$ cat config.mk
export PLATFORM = sky130hd
export DESIGN_NAME = add_serial_ctrl
export DESIGN_NICKNAME = d
export VERILOG_FILES = /design/src/rtl/add_serial_ctrl.sv
export SDC_FILE = /design/constraint.sdc
export NUM_CORES = 1
export LEC_CHECK = 0
export CAP_MARGIN = 0
export CELL_PAD_IN_SITES_DETAIL_PLACEMENT = 0
export CELL_PAD_IN_SITES_GLOBAL_PLACEMENT = 1
export CORE_ASPECT_RATIO = 1.5
export CORE_UTILIZATION = 35
export DETAILED_ROUTE_END_ITERATION = 6
export MAX_ROUTING_LAYER = met4
export PLACE_DENSITY = 0.62
export SLEW_MARGIN = 20
export SYNTH_ARGS = -nofsm -noshare
export SYNTH_HDL_FRONTEND = slang
export SYNTH_SLANG_ARGS = --single-unit
$ cat constraint.sdc
create_clock -name clk -period 1.84 [get_ports clk]
set_input_delay 0.276 -clock clk [delete_from_list [all_inputs] [get_ports clk]]
set_output_delay 0.276 -clock clk [all_outputs]
set_load 0.01 [all_outputs]
$ cat src/rtl/add_serial_ctrl.sv
// add_serial_ctrl: operand FIFO + scheduler + result collector in front of add_serial.
// Latency: push at edge P into an idle block -> add_en during P+1..P+2, res_valid at P+2+ADD_LAT.
// Backpressure: in_ready = !full; a held result (res_valid && !res_ready) blocks further issues.
// Optional statistics (op_count, ovf) are built only when ADD_SERIAL_CTRL_STATS_EN is defined.
module add_serial_ctrl #(
  parameter int DEPTH   = 4,
  parameter int ADD_LAT = 9
) (
  input  logic       clk,
  input  logic       rst,
  input  logic       in_valid,
  output logic       in_ready,
  input  logic [7:0] in_a,
  input  logic [7:0] in_b,
  output logic       add_en,
  output logic [7:0] add_a,
  output logic [7:0] add_b,
  input  logic [7:0] add_out,
  output logic       res_valid,
  input  logic       res_ready,
  output logic [7:0] res_data,
  output logic       busy
`ifdef ADD_SERIAL_CTRL_STATS_EN
  ,
  output logic [15:0] op_count,
  output logic        ovf
`endif
);

  localparam int AW = $clog2(DEPTH);
  localparam int LW = $clog2(ADD_LAT + 1);
  localparam logic [AW:0]   FULL_CNT = (AW + 1)'(DEPTH);
  localparam logic [LW-1:0] LAT_LOAD = LW'(ADD_LAT);
  localparam logic [LW-1:0] LAT_LAST = LW'(1);

  localparam logic [1:0] S_IDLE  = 2'd0;
  localparam logic [1:0] S_ISSUE = 2'd1;
  localparam logic [1:0] S_WAIT  = 2'd2;
  localparam logic [1:0] S_HOLD  = 2'd3;

  logic [1:0]    state;
  logic [LW-1:0] wait_cnt;
  logic [7:0]    mem_a [DEPTH];
  logic [7:0]    mem_b [DEPTH];
  logic [AW-1:0] wr_ptr;
  logic [AW-1:0] rd_ptr;
  logic [AW:0]   count;
  logic          push;
  logic          pop;
  logic          start;
  logic          capture;
  logic          handshake;

  // in_ready depends on occupancy alone, so no input can reach it combinationally.
  assign in_ready  = (count != FULL_CNT);
  assign push      = in_valid && in_ready;
  assign pop       = (state == S_ISSUE);
  assign start     = (state == S_IDLE) && (count != '0) && !res_valid;
  assign capture   = (state == S_WAIT) && (wait_cnt == LAT_LAST);
  assign handshake = (state == S_HOLD) && res_ready;
  assign add_en    = (state == S_ISSUE);
  assign busy      = (state != S_IDLE) || (count != '0);

  // Operand storage; contents need no reset since occupancy gates every read.
  always_ff @(posedge clk) begin
    if (push) begin
      mem_a[wr_ptr] <= in_a;
      mem_b[wr_ptr] <= in_b;
    end
  end

  // FIFO pointers and occupancy; simultaneous push and pop leave the count unchanged.
  always_ff @(posedge clk or negedge rst) begin
    if (!rst) begin
      wr_ptr <= '0;
      rd_ptr <= '0;
      count  <= '0;
    end else begin
      if (push) wr_ptr <= wr_ptr + 1'b1;
      if (pop)  rd_ptr <= rd_ptr + 1'b1;
      case ({push, pop})
        2'b10:   count <= count + 1'b1;
        2'b01:   count <= count - 1'b1;
        default: count <= count;
      endcase
    end
  end

  // Sequencer: issue one pair, wait the adder latency, hold the result until taken.
  always_ff @(posedge clk or negedge rst) begin
    if (!rst) begin
      state    <= S_IDLE;
      wait_cnt <= '0;
    end else begin
      case (state)
        S_IDLE: begin
          if (start) state <= S_ISSUE;
        end
        S_ISSUE: begin
          wait_cnt <= LAT_LOAD;
          state    <= S_WAIT;
        end
        S_WAIT: begin
          wait_cnt <= wait_cnt - 1'b1;
          if (capture) state <= S_HOLD;
        end
        default: begin
          if (res_ready) state <= S_IDLE;
        end
      endcase
    end
  end

  // Adder operands are latched only when entering ISSUE, so later pushes cannot disturb them.
  always_ff @(posedge clk or negedge rst) begin
    if (!rst) begin
      add_a <= '0;
      add_b <= '0;
    end else if (start) begin
      add_a <= mem_a[rd_ptr];
      add_b <= mem_b[rd_ptr];
    end
  end

  // Result register: res_data keeps its value after the handshake until the next capture.
  always_ff @(posedge clk or negedge rst) begin
    if (!rst) begin
      res_valid <= 1'b0;
      res_data  <= '0;
    end else begin
      if (capture) begin
        res_valid <= 1'b1;
        res_data  <= add_out;
      end else if (handshake) begin
        res_valid <= 1'b0;
      end
    end
  end

`ifdef ADD_SERIAL_CTRL_STATS_EN
  logic [8:0] sum_wide;
  assign sum_wide = {1'b0, add_a} + {1'b0, add_b};

  // Handshake counter (wraps naturally) and carry-out captured with each result.
  always_ff @(posedge clk or negedge rst) begin
    if (!rst) begin
      op_count <= '0;
      ovf      <= 1'b0;
    end else begin
      if (handshake) op_count <= op_count + 16'd1;
      if (capture)   ovf      <= sum_wide[8];
    end
  end
`endif

endmodule

==> run metrics, run 1 <==
initial antenna violation count=0; Worst Skew=0.00499 ns; Finished Cell Area=5460 um^2; Overflow after GRT=0; vias in the first global route=2381; largest net degree at the start of global routing=39; n_diodes=0; Die W=90.7 um; vias per cell=4.64; GRT Total Usage=0.139; count of input and output buffers=55; min Tclk post-route=1.84 ns; Tcrit/Tclk final=0.997; height of the die=135 um; Sw Share=0.287; Cell Pwr Density=1680 nW/um^2; Setup WS pre-CTS=-0.133 ns; clock insertion delay at the later pin of the skew report=0.34 ns; routability cong.=0.640; ANT nets after route=0; DP HPWL=5.01 mm; Post-CTS Hold Fix Bufs=0; Synth async-reset ratio=0.373; Clock transition at path regs=0.07 ns; final worst slack=0.00498 ns; distinct cell type count after synthesis=31; fmax=545 MHz; WL met2=4.02 mm; Required @ worst endpoint=1.56 ns; CP endpoint kind=primary output; first-pass GRT wire length=12.2 mm; VDD IR-drop max=0.766 mV; DRC=0; end-of-flow core utilization=0.476; Avg WL per Cell=15.9 um; max cap viols=0; slew at the pin closest to its max-slew limit=0.516 ns; final max-slew violation count=0; CTS H-tree lvls=3; Sink Count=102; Yosys reg bits=102; Hold Crit Class=in -> async; most frequent cells in the layout=edfxtp_1 (64), clkdlybuf4s50_1 (51), dfrtp_1 (38); overall power=9.19 mW; RSZ-0062 raised after global routing=yes; Comb pwr share=0.398; Post-Syn Area=4130 um^2; Mapped Cells=217; Core ar.=11500 um^2; Initial Util=0.360; Flop pwr share=0.382; fin cells=463; DR top layer=met4; drt first-iter violations=53; ys flop type=edfxtp_1; Worst slew margin=0.656; M1 wire length=2.93 mm; clock buffer depth=2; kind of critical path=reg -> out; Clk Tree Root Cell=clkbuf_16; LEAKAGE=2.09 nW; leading cell type in the layout, fill and taps excluded=edfxtp_1; Clock Power Share=0.221; total CTS buffers=9; Placed Area=5060 um^2; Post-synth EDFFs=64; final setup violation count=0; total negative slack=0 ns; area grow syn2layout=32.4%; violations in the final reports=hold timing; site row count=48; die area=12200 um^2; outcome=finished with violations; Fin. Hold Viols=11; Mapped Nets=257; Yosys Warn Count=0; CTS tree=built; met3 routed WL=238 um; startpoint types=flop; # placed instances=440; drt pass-1 iters=4; smallest hold slack=-0.00622 ns; layout cell share with drive strength beyond 1=0.319; fin nets=348; P_sw=2.64 mW; critical path fanouts, max=3; via count=2148; internal power=6.55 mW; post-synthesis sequential area ratio=0.696; total wire length=7.34 mm; critical path arrival=1.56 ns; Avg Cell Area, Syn=19.0 um^2; num ports=56
==> routing by layer <==
layer  vias to the layer above  global-route usage
met5                         -                   -
met4                         0              0.0672
met3                        11              0.0259
met2                        52               0.245
met1                      1077               0.149
li1                       1008                   -
==> kinds of logic after synthesis <==
logic type / count (synthesis) / share of synthesized area
AOI/OAI and AO/OA: 11 / 0.0182
adders and majority gates: 12 / 0.0382
and+or+nand+nor: 25 / 0.0367
buffers and inverters: 19 / 0.0252
muxes: 42 / 0.173
DFF: 102 / 0.696
xor gates and xnor gates: 6 / 0.0127
==> final timing paths <==
kind | startpoint | to | slack (ns) | cells after the start
max in group asynchronous | rst | add_a[2]$_DFFE_PN0P_ | 1.49 | 2
min in group clk | res_data[3]$_DFFE_PN0P_ | res_data[3]$_DFFE_PN0P_ | 0.51 | 1
max reg2reg | count[1]$_DFFE_PN0P_ | count[2]$_DFFE_PN0P_ | 0.03 | 10
max | count[1]$_DFFE_PN0P_ | busy | 0.005 | 3
min reg2reg | res_data[3]$_DFFE_PN0P_ | res_data[3]$_DFFE_PN0P_ | 0.51 | 1
min | rst | res_data[5]$_DFFE_PN0P_ | -0.006 | 2
==> timing repair <==
action	in CTS	in global routing
cloned	0	0
pin swaps	1	5
setup endpoints to repair	4	2
setup buffers	2	5
resized for setup	7	10
==> cells in the mapped netlist (2+ instances only) <==
cell	number	area (um^2)
xnor2_1	3	26.3
nor2_1	4	15.0
mux4_2	9	203
o21ai_0	5	25.0
nand3b_1	2	15.0
buf_2	2	10.0
xor2_1	3	26.3
mux4_1	7	184
edfxtp_1	64	1920
mux2_2	17	191
ha_1	11	138
nor3_1	2	10.0
nand2_1	5	18.8
buf_6	4	45.0
and2_1	2	12.5
inv_1	12	45.0
mux2_4	9	135
and3_1	4	25.0
nand3_1	3	15.0
dfrtp_1	38	951
==> area by class of cell <==
type / count / area [um^2]
Fill cell: 978 / 6010
Sequential cell: 102 / 2870
Multi-Input combinational cell: 96 / 1190
Timing Repair Buffer: 87 / 840
Clock buffer: 10 / 229
Tap cell: 150 / 188
Clock inverter: 6 / 93.8
Inverter: 12 / 45.0
==> state kept, by name, indices dropped and copies added, names as in the netlist <==
register	flops
add_b	8
wait_cnt	4
add_a	8
count	3
res_data	8
mem_b	32
res_valid	1
wr_ptr	2
state	2
mem_a	32
rd_ptr	2
==> power groups by stage <==
stage | Clock (mW) | Sequential [mW] | Combinational (mW)
after floorplan | 0 | 3.62 | 2.03
after global placement | 0 | 3.54 | 3.53
after detailed placement | 0 | 3.57 | 3.58
after CTS | 2.09 | 3.52 | 3.61
after global routing | 2.18 | 3.60 | 4.00
final | 2.03 | 3.51 | 3.66
==> critical path: stages (launching register included) <==
cell     delay, ns
dfrtp_1       0.41
buf_6         0.13
or4b_4        0.54
buf_6         0.14
No activity file was read; power rests on OpenSTA's default activity.
==> run 2: changes to the inputs <==
- CTS_BUF_LIST: unset -> sky130_fd_sc_hd__clkbuf_4
- clock period: 1.84 -> 1.55 ns (I/O delays scaled with it)
==> run metrics, run 2 (synthesis gave the netlist of run 1 again) <==
outcome=finished with violations; violations in the final reports=setup timing; kind of critical path=reg -> out; Core ar.=11500 um^2 (unchanged); num ports=56 (unchanged); startpoint types=flop; Required @ worst endpoint=1.32 ns (-0.24 ns); slew at the pin closest to its max-slew limit=0.530 ns (+0.0143 ns); vias in the first global route=2499 (+5.0%); Worst slew margin=0.646 (-0.00954); Overflow after GRT=0 (unchanged); highest-delay cell along the critical path=or4b_4; RSZ-0062 raised after global routing=yes; most frequent cells in the layout=edfxtp_1 (64), dfrtp_1 (37), buf_4 (34); DRC=0 (unchanged); CTS tree=built; via count=2285 (+6.4%); final worst slack=-0.354 ns (-0.359 ns); initial antenna violation count=1 (+1); worst reg-to-reg setup slack=-0.30 ns (-0.33 ns); final max-slew violation count=0 (unchanged); CP endpoint kind=primary output; clock insertion delay at the later pin of the skew report=0.44 ns (+0.10 ns); clock buffer depth=2 (unchanged); # placed instances=448 (+1.8%); Worst Skew=0.0178 ns (+0.0128 ns); final setup violation count=22 (+22); DP HPWL=4.92 mm (-1.7%); top flop regs=mem_a (32), mem_b (32); Cell Pwr Density=1890 nW/um^2 (+12%); drt pass-1 iters=4 (unchanged); routability cong.=0.713 (+11%); Setup WS pre-CTS=-0.349 ns (-0.216 ns); first-pass GRT wire length=13.0 mm (+6.3%); Bufs and invs on worst path=2 (unchanged); area grow syn2layout=36.6%; Sink Count=102 (unchanged); height of the die=135 um (unchanged); Clock transition at path regs=0.16 ns (+0.09 ns); fin nets=371 (+6.6%); internal power=7.31 mW (+12%); worst path cell trace=inv_2, ha_4, or4b_4, buf_6; Tcrit/Tclk final=1.23; Clock Power Share=0.117 (-0.104); Fin. Hold Viols=0 (-11); Die W=90.7 um (unchanged); GRT Total Usage=0.146 (+0.00789); total CTS buffers=9 (unchanged); P_sw=3.34 mW (+27%); largest net degree at the start of global routing=39 (unchanged); Initial Util=0.360 (unchanged); Sw Share=0.313 (+0.0262); die area=12200 um^2 (unchanged); Hold Crit Class=in -> async; total negative slack=-5.78 ns (-5.78 ns); min Tclk post-route=1.90 ns; layout cell share with drive strength beyond 1=0.411 (+0.0912); Flop pwr share=0.391 (+0.009); vias per cell=4.69 (+1.1%); fin cells=487 (+5.2%); site row count=48 (unchanged); total wire length=8.00 mm (+8.9%); max cap viols=0 (unchanged); CP max stage delay=0.47 ns (-0.07 ns); CP top delay family=simple AND/OR/NAND/NOR gates; count of input and output buffers=55 (unchanged); LEAKAGE=2.23 nW (+6.9%); CTS H-tree lvls=3 (unchanged); critical path fanouts, max=2 (-1); Comb pwr share=0.492 (+0.094); critical path arrival=1.67 ns (+0.11 ns); VDD IR-drop max=0.741 mV (-3.3%); ANT nets after route=0 (unchanged); Clk Tree Root Cell=clkbuf_4; fmax=525 MHz; leading cell type in the layout, fill and taps excluded=edfxtp_1; drt first-iter violations=65 (+23%); Avg WL per Cell=16.4 um (+3.6%)
-- run 2: timing repair --
item	4_1_cts	5_1_grt
resized for setup	67	15
hold endpoints to repair	38	0
pin swaps	13	5
hold buffers	1	0
buffers inserted	17	8
gates cloned	0	2
setup endpoints to repair	56	78
-- run 2: routing by layer --
| metal | up-vias | track usage | part of all wire |
|---|---|---|---|
| li1 | 1062 | - | - |
| met1 | 1169 | 0.162 | 0.40 |
| met2 | 48 | 0.257 | 0.55 |
| met3 | 6 | 0.0287 | 0.032 |
| met4 | 0 | 0.0618 | 0.011 |
| met5 | - | - | 0 |
-- run 2: per-stage QoR --
step,power [mW],instance area [um^2],util,hold WS (ns)
CTS,10.5,5530,0.482,0.341
global route,11.4,5640,0.491,0.348
finish,10.7,5640,0.491,0.355
floorplan,6.80,4170,-,-0.0631
global placement,8.77,5210,0.454,0.346
detailed placement,8.86,5210,0.454,0.343
-- run 2: area by class of cell --
cell class	count	area [um^2]
inverter	12	47.5
fill	1008	5830
multi-input combinational	97	1320
clock inverter	7	56.3
clock buffer	9	67.6
timing repair buffer	109	1090
tap	150	188
sequential	102	2870
antenna	1	2.50
-- run 2: worst min-delay path: cells and delay by family --
kind                   cells  cell delay [ns]
buffers and inverters      3             1.04
-- run 2: final timing paths --
check	from	cells past startpoint	end
worst min-delay path	rst	3	count[1]$_DFFE_PN0P_
min in group clk	add_out[7]	2	res_data[7]$_DFFE_PN0P_
worst max register to register	state[0]$_DFFE_PN0P_	10	add_b[2]$_DFFE_PN0P_
max in group asynchronous	rst	3	add_b[2]$_DFFE_PN0P_
worst min register to register	res_data[0]$_DFFE_PN0P_	1	res_data[0]$_DFFE_PN0P_
worst max-delay path	state[0]$_DFFE_PN0P_	4	busy
-- run 2: power groups by stage --
stage               logic [mW]  clock network [mW]  registers, mW
global placement          4.57                   0           4.20
global route              5.67                1.44           4.25
detailed placement        4.62                   0           4.24
CTS                       5.00                1.35           4.17
finish                    5.24                1.25           4.16
floorplan                 2.49                   0           4.31
